File: config.mk
export PLATFORM = sky130hd
export DESIGN_NAME = day10_result_accumulator_flat
export DESIGN_NICKNAME = d
export VERILOG_FILES = /design/src/rtl/day10_result_accumulator_pkg.sv /design/src/rtl/day10_result_accumulator_if.sv /design/src/rtl/day10_result_accumulator_bin_to_bcd.sv /design/src/rtl/day10_result_accumulator.sv /design/src/flat_wrapper.sv
export SDC_FILE = /design/constraint.sdc
export NUM_CORES = 1
export LEC_CHECK = 0
export BUFFER_PORTS_ARGS = -buffer_cell sky130_fd_sc_hd__buf_4
export CORE_ASPECT_RATIO = 1.2
export CORE_MARGIN = 2
export CORE_UTILIZATION = 30
export CTS_BUF_LIST = sky130_fd_sc_hd__clkbuf_16
export DETAILED_ROUTE_END_ITERATION = 7
export PLACE_DENSITY = 0.53
export SLEW_MARGIN = 20
export SYNTH_ARGS = -nofsm -noshare
export SYNTH_HDL_FRONTEND = slang
export SYNTH_SLANG_ARGS = --single-unit
export TNS_END_PERCENT = 20
File: constraint.sdc
create_clock -name clk -period 5.7 [get_ports clk]
set_input_delay 0.57 -clock clk [delete_from_list [all_inputs] [get_ports clk]]
set_output_delay 0.57 -clock clk [all_outputs]
set_load 0.1 [all_outputs]
File: src/rtl/day10_result_accumulator_pkg.sv
// Shared types and constants for the day10 result accumulator.
package day10_pkg;

    typedef enum logic [2:0] {
        ACCUMULATE,
        CONVERT,
        EMIT_DIGITS,
        EMIT_NEWLINE,
        DONE
    } state_t;

    localparam logic [7:0] ASCII_ZERO    = 8'h30;
    localparam logic [7:0] ASCII_NEWLINE = 8'h0A;

    // Decimal digits needed for a width-bit value (log10(2) ~ 0.30103).
    function automatic int num_digits(input int width);
        return (width * 30103) / 100000 + 1;
    endfunction

endpackage

File: src/rtl/day10_result_accumulator_if.sv
// AXI-stream style beat interface used for both the press-count input and ASCII output.
interface axi_stream_if #(
    parameter int DATA_WIDTH = 8
);
    logic                  tvalid;
    logic                  tready;
    logic                  tlast;
    logic [DATA_WIDTH-1:0] tdata;

    modport master (output tvalid, output tdata, output tlast, input tready);
    modport slave  (input tvalid, input tdata, input tlast, output tready);
endinterface

File: src/rtl/day10_result_accumulator_bin_to_bcd.sv
// Iterative double-dabble converter: one bit per cycle, WIDTH cycles per conversion.
module bin_to_bcd_seq
    import day10_pkg::*;
#(
    parameter int WIDTH  = 32,
    parameter int DIGITS = num_digits(WIDTH)
) (
    input  logic                  clk,
    input  logic                  rst_n,
    input  logic                  start,
    input  logic [WIDTH-1:0]      value,
    output logic                  busy,
    output logic                  valid,
    output logic [4*DIGITS-1:0]   bcd
);

    localparam int CNT_W = $clog2(WIDTH + 1);

    logic [WIDTH-1:0]    bin_q;
    logic [4*DIGITS-1:0] bcd_q;
    logic [4*DIGITS-1:0] adjusted;
    logic [CNT_W-1:0]    cnt_q;
    logic                busy_q;
    logic                valid_q;

    always_comb begin
        adjusted = '0;
        for (int unsigned i = 0; i < DIGITS; i++) begin
            adjusted[4*i +: 4] = (bcd_q[4*i +: 4] >= 4'd5) ? bcd_q[4*i +: 4] + 4'd3
                                                            : bcd_q[4*i +: 4];
        end
    end

    always_ff @(posedge clk) begin
        if (!rst_n) begin
            bin_q   <= '0;
            bcd_q   <= '0;
            cnt_q   <= '0;
            busy_q  <= 1'b0;
            valid_q <= 1'b0;
        end else begin
            valid_q <= 1'b0;
            if (start && !busy_q) begin
                bin_q  <= value;
                bcd_q  <= '0;
                cnt_q  <= CNT_W'(WIDTH);
                busy_q <= 1'b1;
            end else if (busy_q) begin
                bcd_q <= {adjusted[4*DIGITS-2:0], bin_q[WIDTH-1]};
                bin_q <= bin_q << 1;
                cnt_q <= cnt_q - 1'b1;
                if (cnt_q == CNT_W'(1)) begin
                    busy_q  <= 1'b0;
                    valid_q <= 1'b1;
                end
            end
        end
    end

    assign busy  = busy_q;
    assign valid = valid_q;
    assign bcd   = bcd_q;

endmodule

File: src/rtl/day10_result_accumulator.sv
// Sums per-machine press counts and emits the total as ASCII decimal plus newline.
// Optional build macro DAY10_ACCUM_SATURATE_EN clamps the total instead of wrapping.
module day10_result_accumulator
    import day10_pkg::*;
#(
    parameter int AXI_DATA_WIDTH = 8,
    parameter int SUM_WIDTH      = 32
) (
    input  logic          clk,
    input  logic          rst_n,
    axi_stream_if.slave   data_in,
    axi_stream_if.master  data_out,
    output logic          overflow,
    output logic          done
);

    localparam int NUM_DIGITS = num_digits(SUM_WIDTH);
    localparam int IDX_W      = (NUM_DIGITS > 1) ? $clog2(NUM_DIGITS) : 1;

    state_t                  state_q, state_d;
    logic [SUM_WIDTH-1:0]    sum_q;
    logic [SUM_WIDTH:0]      add_full;
    logic [IDX_W-1:0]        dig_idx_q;
    logic [IDX_W-1:0]        first_idx;
    logic [3:0]              cur_digit;
    logic                    in_fire;
    logic                    out_fire;
    logic                    conv_start;
    logic                    conv_busy;
    logic                    conv_valid;
    logic [4*NUM_DIGITS-1:0] conv_bcd;

    assign in_fire   = data_in.tvalid && data_in.tready;
    assign out_fire  = data_out.tvalid && data_out.tready;
    assign add_full  = (SUM_WIDTH+1)'(sum_q) + (SUM_WIDTH+1)'(data_in.tdata);
    assign cur_digit = conv_bcd[{dig_idx_q, 2'b00} +: 4];

    bin_to_bcd_seq #(
        .WIDTH  (SUM_WIDTH),
        .DIGITS (NUM_DIGITS)
    ) u_bcd (
        .clk   (clk),
        .rst_n (rst_n),
        .start (conv_start),
        .value (sum_q),
        .busy  (conv_busy),
        .valid (conv_valid),
        .bcd   (conv_bcd)
    );

    // Highest non-zero digit; stays 0 for a zero total so one '0' is still emitted.
    always_comb begin
        first_idx = '0;
        for (int unsigned i = 0; i < NUM_DIGITS; i++) begin
            if (conv_bcd[4*i +: 4] != 4'd0) first_idx = IDX_W'(i);
        end
    end

    always_ff @(posedge clk) begin
        if (!rst_n) state_q <= ACCUMULATE;
        else        state_q <= state_d;
    end

    always_comb begin
        state_d = state_q;
        case (state_q)
            ACCUMULATE:   if (in_fire && data_in.tlast) state_d = CONVERT;
            CONVERT:      if (conv_valid) state_d = EMIT_DIGITS;
            EMIT_DIGITS:  if (out_fire && dig_idx_q == '0) state_d = EMIT_NEWLINE;
            EMIT_NEWLINE: if (out_fire) state_d = DONE;
            DONE:         state_d = DONE;
            default:      state_d = ACCUMULATE;
        endcase
    end

    always_comb begin
        data_in.tready  = rst_n && (state_q == ACCUMULATE);
        data_out.tvalid = 1'b0;
        data_out.tdata  = '0;
        data_out.tlast  = 1'b0;
        done            = (state_q == DONE);
        // Converter kicks off in the first CONVERT cycle, once the final sum is registered.
        conv_start      = (state_q == CONVERT) && !conv_busy && !conv_valid;
        case (state_q)
            EMIT_DIGITS: begin
                data_out.tvalid = 1'b1;
                data_out.tdata  = ASCII_ZERO + {4'b0000, cur_digit};
            end
            EMIT_NEWLINE: begin
                data_out.tvalid = 1'b1;
                data_out.tdata  = ASCII_NEWLINE;
                data_out.tlast  = 1'b1;
            end
            default: ;
        endcase
    end

    always_ff @(posedge clk) begin
        if (!rst_n) begin
            sum_q     <= '0;
            overflow  <= 1'b0;
            dig_idx_q <= '0;
        end else begin
            if (state_q == ACCUMULATE && in_fire) begin
                if (add_full[SUM_WIDTH]) overflow <= 1'b1;
`ifdef DAY10_ACCUM_SATURATE_EN
                sum_q <= add_full[SUM_WIDTH] ? '1 : add_full[SUM_WIDTH-1:0];
`else
                sum_q <= add_full[SUM_WIDTH-1:0];
`endif
            end
            if (state_q == CONVERT && conv_valid) dig_idx_q <= first_idx;
            else if (state_q == EMIT_DIGITS && out_fire && dig_idx_q != '0)
                dig_idx_q <= dig_idx_q - 1'b1;
        end
    end

endmodule

File: src/flat_wrapper.sv
// flat-port wrapper written by rule: the top's interface ports become plain ports
module day10_result_accumulator_flat import day10_pkg::*;
#(
    parameter int AXI_DATA_WIDTH = 8,
    parameter int SUM_WIDTH      = 32
)
  (clk, rst_n, overflow, done, data_in_tvalid, data_in_tdata, data_in_tlast, data_in_tready, data_out_tvalid, data_out_tdata, data_out_tlast, data_out_tready);
  axi_stream_if #(.DATA_WIDTH(8)) data_in_i ();
  axi_stream_if #(.DATA_WIDTH(8)) data_out_i ();
  input  logic clk;
  input  logic rst_n;
  output logic overflow;
  output logic done;
  input wire logic [$bits(data_in_i.tvalid)-1:0] data_in_tvalid;
  input wire logic [$bits(data_in_i.tdata)-1:0] data_in_tdata;
  input wire logic [$bits(data_in_i.tlast)-1:0] data_in_tlast;
  output wire logic [$bits(data_in_i.tready)-1:0] data_in_tready;
  output wire logic [$bits(data_out_i.tvalid)-1:0] data_out_tvalid;
  output wire logic [$bits(data_out_i.tdata)-1:0] data_out_tdata;
  output wire logic [$bits(data_out_i.tlast)-1:0] data_out_tlast;
  input wire logic [$bits(data_out_i.tready)-1:0] data_out_tready;
  assign data_in_i.tvalid = data_in_tvalid;
  assign data_in_i.tdata = data_in_tdata;
  assign data_in_i.tlast = data_in_tlast;
  assign data_in_tready = data_in_i.tready;
  assign data_out_tvalid = data_out_i.tvalid;
  assign data_out_tdata = data_out_i.tdata;
  assign data_out_tlast = data_out_i.tlast;
  assign data_out_i.tready = data_out_tready;
  day10_result_accumulator #(.AXI_DATA_WIDTH(AXI_DATA_WIDTH), .SUM_WIDTH(SUM_WIDTH)) u_core (.clk(clk), .rst_n(rst_n), .data_in(data_in_i), .data_out(data_out_i), .overflow(overflow), .done(done));
endmodule
Word level (Yosys, flattened, before mapping)
Index checks and enable logic that the tools add are counted.
{"block": "op_classes", "mux": 37, "addsub": 14, "eq_ne": 9, "n_shift": 1, "n_reduce_logical": 33, "bitwise": 2, "n_lt_le_gt_ge": 10}
{"op": "$mux 32", "count": 2}
{"op": "$mux 4", "count": 13}
{"op": "$ge 4x3->1 const B", "count": 10}
{"op": "$reduce_bool 4->1", "count": 10}
{"op": "$shiftx 40x7->4", "count": 1}
{"op": "$add 4x2->4 const B", "count": 9}
{"op": "$add 32x8->33", "count": 1}
{"op": "$mux 3", "count": 9}
{"op": "$pmux 8 s2", "count": 1}
{"op": "$pmux 3 s5", "count": 1}
{"op": "$logic_and 1x1->1", "count": 12}
{"op": "$mux 6", "count": 2}
{"op": "$add 6x4->7 const A", "count": 1}
{"op": "$mux 1", "count": 7}
{"op": "$eq 3x2->1 const B", "count": 2}
{"op": "$eq 6x1->1 const B", "count": 1}
{"op": "$ne 2x1->1 const B", "count": 3}
{"op": "$sub 6x1->6 const B", "count": 1}
{"op": "$logic_not 4->1", "count": 1}
{"op": "$mux 2", "count": 2}
{"op": "$reduce_and 4->1", "count": 1}
{"op": "$reduce_bool 2->1", "count": 2}
{"op": "$reduce_or 2->1", "count": 2}
{"op": "$sub 4x1->4 const B", "count": 1}
{"op": "other kinds (9)", "count": 11}
{"block": "word_totals", "word_cells": 116, "reg_bits": 120}

Logic depth before layout (Yosys ltp)
{"block": "depth", "ltp_word": 11, "ltp_mapped": 9, "ltp_nobuf": 8}

Cells and area by module
Synthesis repeated with hierarchy kept, for this count alone.
{"block": "hier_totals", "cells_unflattened": 787, "area_unflattened_um2": 7085.5}
{"mod": "bin_to_bcd_seq", "instances": 1, "area_each_um2": 4066.4, "cells_per_inst": 447}
{"mod": "day10_result_accumulator", "instances": 1, "area_each_um2": 3019.1, "cells_per_inst": 340}

Worst setup path after synthesis
Ideal clock, no wire load.
{"block": "synth_timing", "path_type": "register to output", "start": "register u_core.state_q[1]", "end": "output data_out_tdata[3]", "stages_incl_launch_ff": 5, "slack_ns": 0.170, "n_path_buf": 1, "arrival_time_ns": 4.960, "cell_sequence": "dfxtp_1 -> clkbuf_1 -> nor3b_1 -> nand2b_1 -> o22ai_1"}
{"block": "synth_between", "elab_chain_cells": 2}
{"element": "start: declaration", "line": "day10_result_accumulator.sv:20", "rtl": "state_t state_q, state_d;"}
{"element": "start signal: assignment", "line": "day10_result_accumulator.sv:61", "rtl": "else state_q <= state_d;"}
{"element": "$eq 3x2->1", "line": "day10_result_accumulator.sv:84", "rtl": "case (state_q)"}
{"element": "$pmux 8 s2 (*)", "line": "day10_result_accumulator.sv:84"}
{"element": "end: declaration", "line": "flat_wrapper.sv:19", "rtl": "output wire logic [$bits(data_out_i.tdata)-1:0] data_out_tdata;"}
Mark *: on every way between the ends. The rest lies on a longest branch, timed or not.

Final worst setup path
{"block": "layout_timing", "start": "register u_core.state_q[1]", "end": "output data_out_tdata[0]"}
The elaborated chain is that of the path after synthesis.

==> reports/metrics.yaml <==
status: "completed"
port_buffers: 23
drv_slew: 0
netlist.area_leader.share_pct: 34.8
grt_setup_unrepaired: "no"
hp-class: "input port to flip-flop"
syn2layout_area_growth_pct: 14.3
holdCritStartpoint: "data_out_tready"
antenna_found_initial: 0
synth_area_leaders: "dfxtp_1 (35%), mux2i_1 (11%), ha_1 (5.6%), mux2_2 (4.9%), a21oi_1 (3.9%)"
netlist_area_sq_mm: 0.00690
ys_ff_latch: 120
setup.worst_path.start: "u_core.state_q[1]"
die_w_um: 142
ys_types: 62
path_clk_slew_ps: 50
final_cells: 1078
grt_pass1_wl_um: 25700
power_density_mw_per_mm2: 274
nets: 833
setup_tns_ps: 0
fin_crit_sh_pct: 55.3
htree_levels: 4
holdBufCountCts: 0
max_slew_margin_pct: 29.8
drt-total-wl_um: 15000
endpoint_kind: "output port"
cts_resized: 0
arrival_ps: 2580
maxCapViolCount: 0
start_util_pct: 30.6
fin_skew_ps: 5.11
tightestPinTransition_ps: 1050
clock-sinks: 120
yosysSeqAreaShare_pct: 34.8
viasPerCell: 5.09
clock_latency_ps: 420
r2r-start: "u_core.sum_q[0]"
grtUsageTotal_pct: 13.1
yosys_warnings: 0
vias: 5485
drtIter0Drc: 266
fp.dieH_um: 170
finalSetupViolCount: 0
cts_buffer_depth: 2
finalPower_mw: 2.16
path_max_fanout: 12
core_area_sq_mm: 0.0225
drc: 0
numCtsBuffers: 17
synthCells: 785
gr-total-overflow: 0
drive_gt1_share_pct: 13.3
row_count: 60
drt_pass1_iterations: 4
synth_ff_type: "dfxtp_1"
worst-setup-path-type: "flip-flop to output port"
hold_violations: 0
p_leak_nw: 2.83
io_pins: 26
synth_enable_flop_cells: 0
dieArea_sq_mm: 0.0242
cts_setup_buffers: 0
ant_nets: 0
tritoncts: "yes"
cts_root_buf: "clkbuf_16"
avgSynthCellArea_sq_um: 8.79
fin_crit_ps: 3150
dp.cells: 1048
first_global_vias: 5081
fmax_mhz: 317
ir_worst_vdd_mv: 0.218
antenna_cells: 0
wire_per_inst_um: 13.9
grt_max_degree: 89
detailed_place_hpwl_um: 10200
place_congestion: 0.734
start_kind: "flip-flop"
finish.utilization_pct: 35.0
cp_data_required_time_ps: 5130
ys_async_sr_fraction_pct: 0
yosysTopAreaCell: "dfxtp_1"
## power breakdown
part / switching, mW / internal (mW)
sequential: 0.0165 / 0.855
clock: 0.383 / 0.716
combinational: 0.115 / 0.0693
## metal layers
layer,GRT usage (%),part of all wire (%),vias to the layer above
met3,3.04,3.3,11
met5,0,0,-
met1,16.6,48,2631
met2,21.8,47,61
met4,4.56,1.4,0
li1,-,-,2782
## critical path, stage by stage (launching register included)
cell and delay (ps):
dfxtp_1 510, nor3b_1 780, nand2b_1 240, o22ai_1 280, buf_4 350
## cell type report
class / count / area (sq um)
fillers: 2325 / 14600
inverters: 38 / 143
clock inverters: 13 / 166
clock buffers: 17 / 425
repair buffers: 27 / 203
well taps: 279 / 349
multi-input cells: 584 / 4190
flip-flops and latches: 120 / 2410
## synth_stat cells, types with 3 or more instances
| cell type | n |
|---|---|
| a211oi_1 | 8 |
| a21boi_0 | 3 |
| a21o_1 | 9 |
| a21oi_1 | 54 |
| a31oi_1 | 3 |
| and2_1 | 7 |
| buf_1 | 6 |
| buf_2 | 7 |
| buf_4 | 3 |
| clkbuf_1 | 27 |
| dfxtp_1 | 120 |
| ha_1 | 31 |
| inv_1 | 37 |
| mux2_2 | 30 |
| mux2i_1 | 73 |
| mux4_2 | 8 |
| nand2_1 | 64 |
| nand2b_1 | 32 |
| nand3_1 | 30 |
| nand4_1 | 8 |
| nor2_1 | 70 |
| nor2b_1 | 6 |
| nor3_1 | 4 |
| nor3b_1 | 10 |
| o211ai_1 | 5 |
| o21ai_0 | 39 |
| o22ai_1 | 6 |
| o31ai_1 | 9 |
| or3_1 | 4 |
| or3b_2 | 3 |
| or4_1 | 7 |
| xnor2_1 | 21 |
| xor2_1 | 5 |
## flip-flops by register name, summed over array words and instances (netlist names)
| register | count |
|---|---|
| u_core.u_bcd.bcd | 40 |
| u_core.sum_q | 32 |
| u_core.u_bcd.bin_q | 32 |
| u_core.u_bcd.cnt_q | 6 |
| u_core.dig_idx_q | 4 |
| u_core.state_q | 3 |
| u_core.overflow | 1 |
| u_core.u_bcd.busy | 1 |
| u_core.u_bcd.valid | 1 |
## path summary, 6_finish.rpt
path	endpoint	slack, ps	cells past startpoint
worst min register to register	u_core.overflow	480	2
worst min-delay path	u_core.state_q[2]	450	3
worst max-delay path	data_out_tdata[0]	2550	4
worst max register to register	u_core.sum_q[20]	3170	8
## cell usage in the layout (no fill, tap or decap), types with 3 or more instances in the layout
| cell type | n |
|---|---|
| nand4_1 | 8 |
| nor3_1 | 4 |
| or3b_2 | 3 |
| xor2_1 | 5 |
| o21ai_0 | 39 |
| o31ai_1 | 9 |
| nor2_1 | 70 |
| nand2_1 | 64 |
| inv_1 | 40 |
| o211ai_1 | 5 |
| ha_1 | 31 |
| a21boi_0 | 3 |
| clkinvlp_4 | 3 |
| mux2_2 | 30 |
| buf_4 | 27 |
| a211oi_1 | 8 |
| nor3b_1 | 10 |
| mux2i_1 | 73 |
| or3_1 | 4 |
| nand3_1 | 30 |
| o22ai_1 | 6 |
| a21oi_1 | 54 |
| a31oi_1 | 3 |
| mux4_2 | 8 |
| nor2b_1 | 6 |
| clkinv_1 | 3 |
| dfxtp_1 | 119 |
| xnor2_1 | 21 |
| a21o_1 | 9 |
| or4_1 | 7 |
| and2_1 | 7 |
| bufinv_16 | 4 |
| nand2b_1 | 32 |
| clkbuf_16 | 17 |
## through the flow
stage	hold slack (ps)	area, sq um	setup slack, ps
after floorplan	450	6900	170
after global placement	469	7280	2810
after detailed placement	457	7290	2880
after CTS	440	7880	2570
after global routing	452	7880	2420
final	448	7880	2550
## cell families after synthesis
family / count (synthesis) / share of synthesized area [%]
AOI/OAI and AO/OA: 151 / 13.3
other: 1 / 0.0544
buffers and inverters: 82 / 4.86
xor gates and xnor gates: 26 / 3.30
muxes: 111 / 18.1
DFF: 120 / 34.8
adders and majority gates: 32 / 5.91
and+or+nand+nor: 262 / 19.6
(Power assumes the default switching activity.)
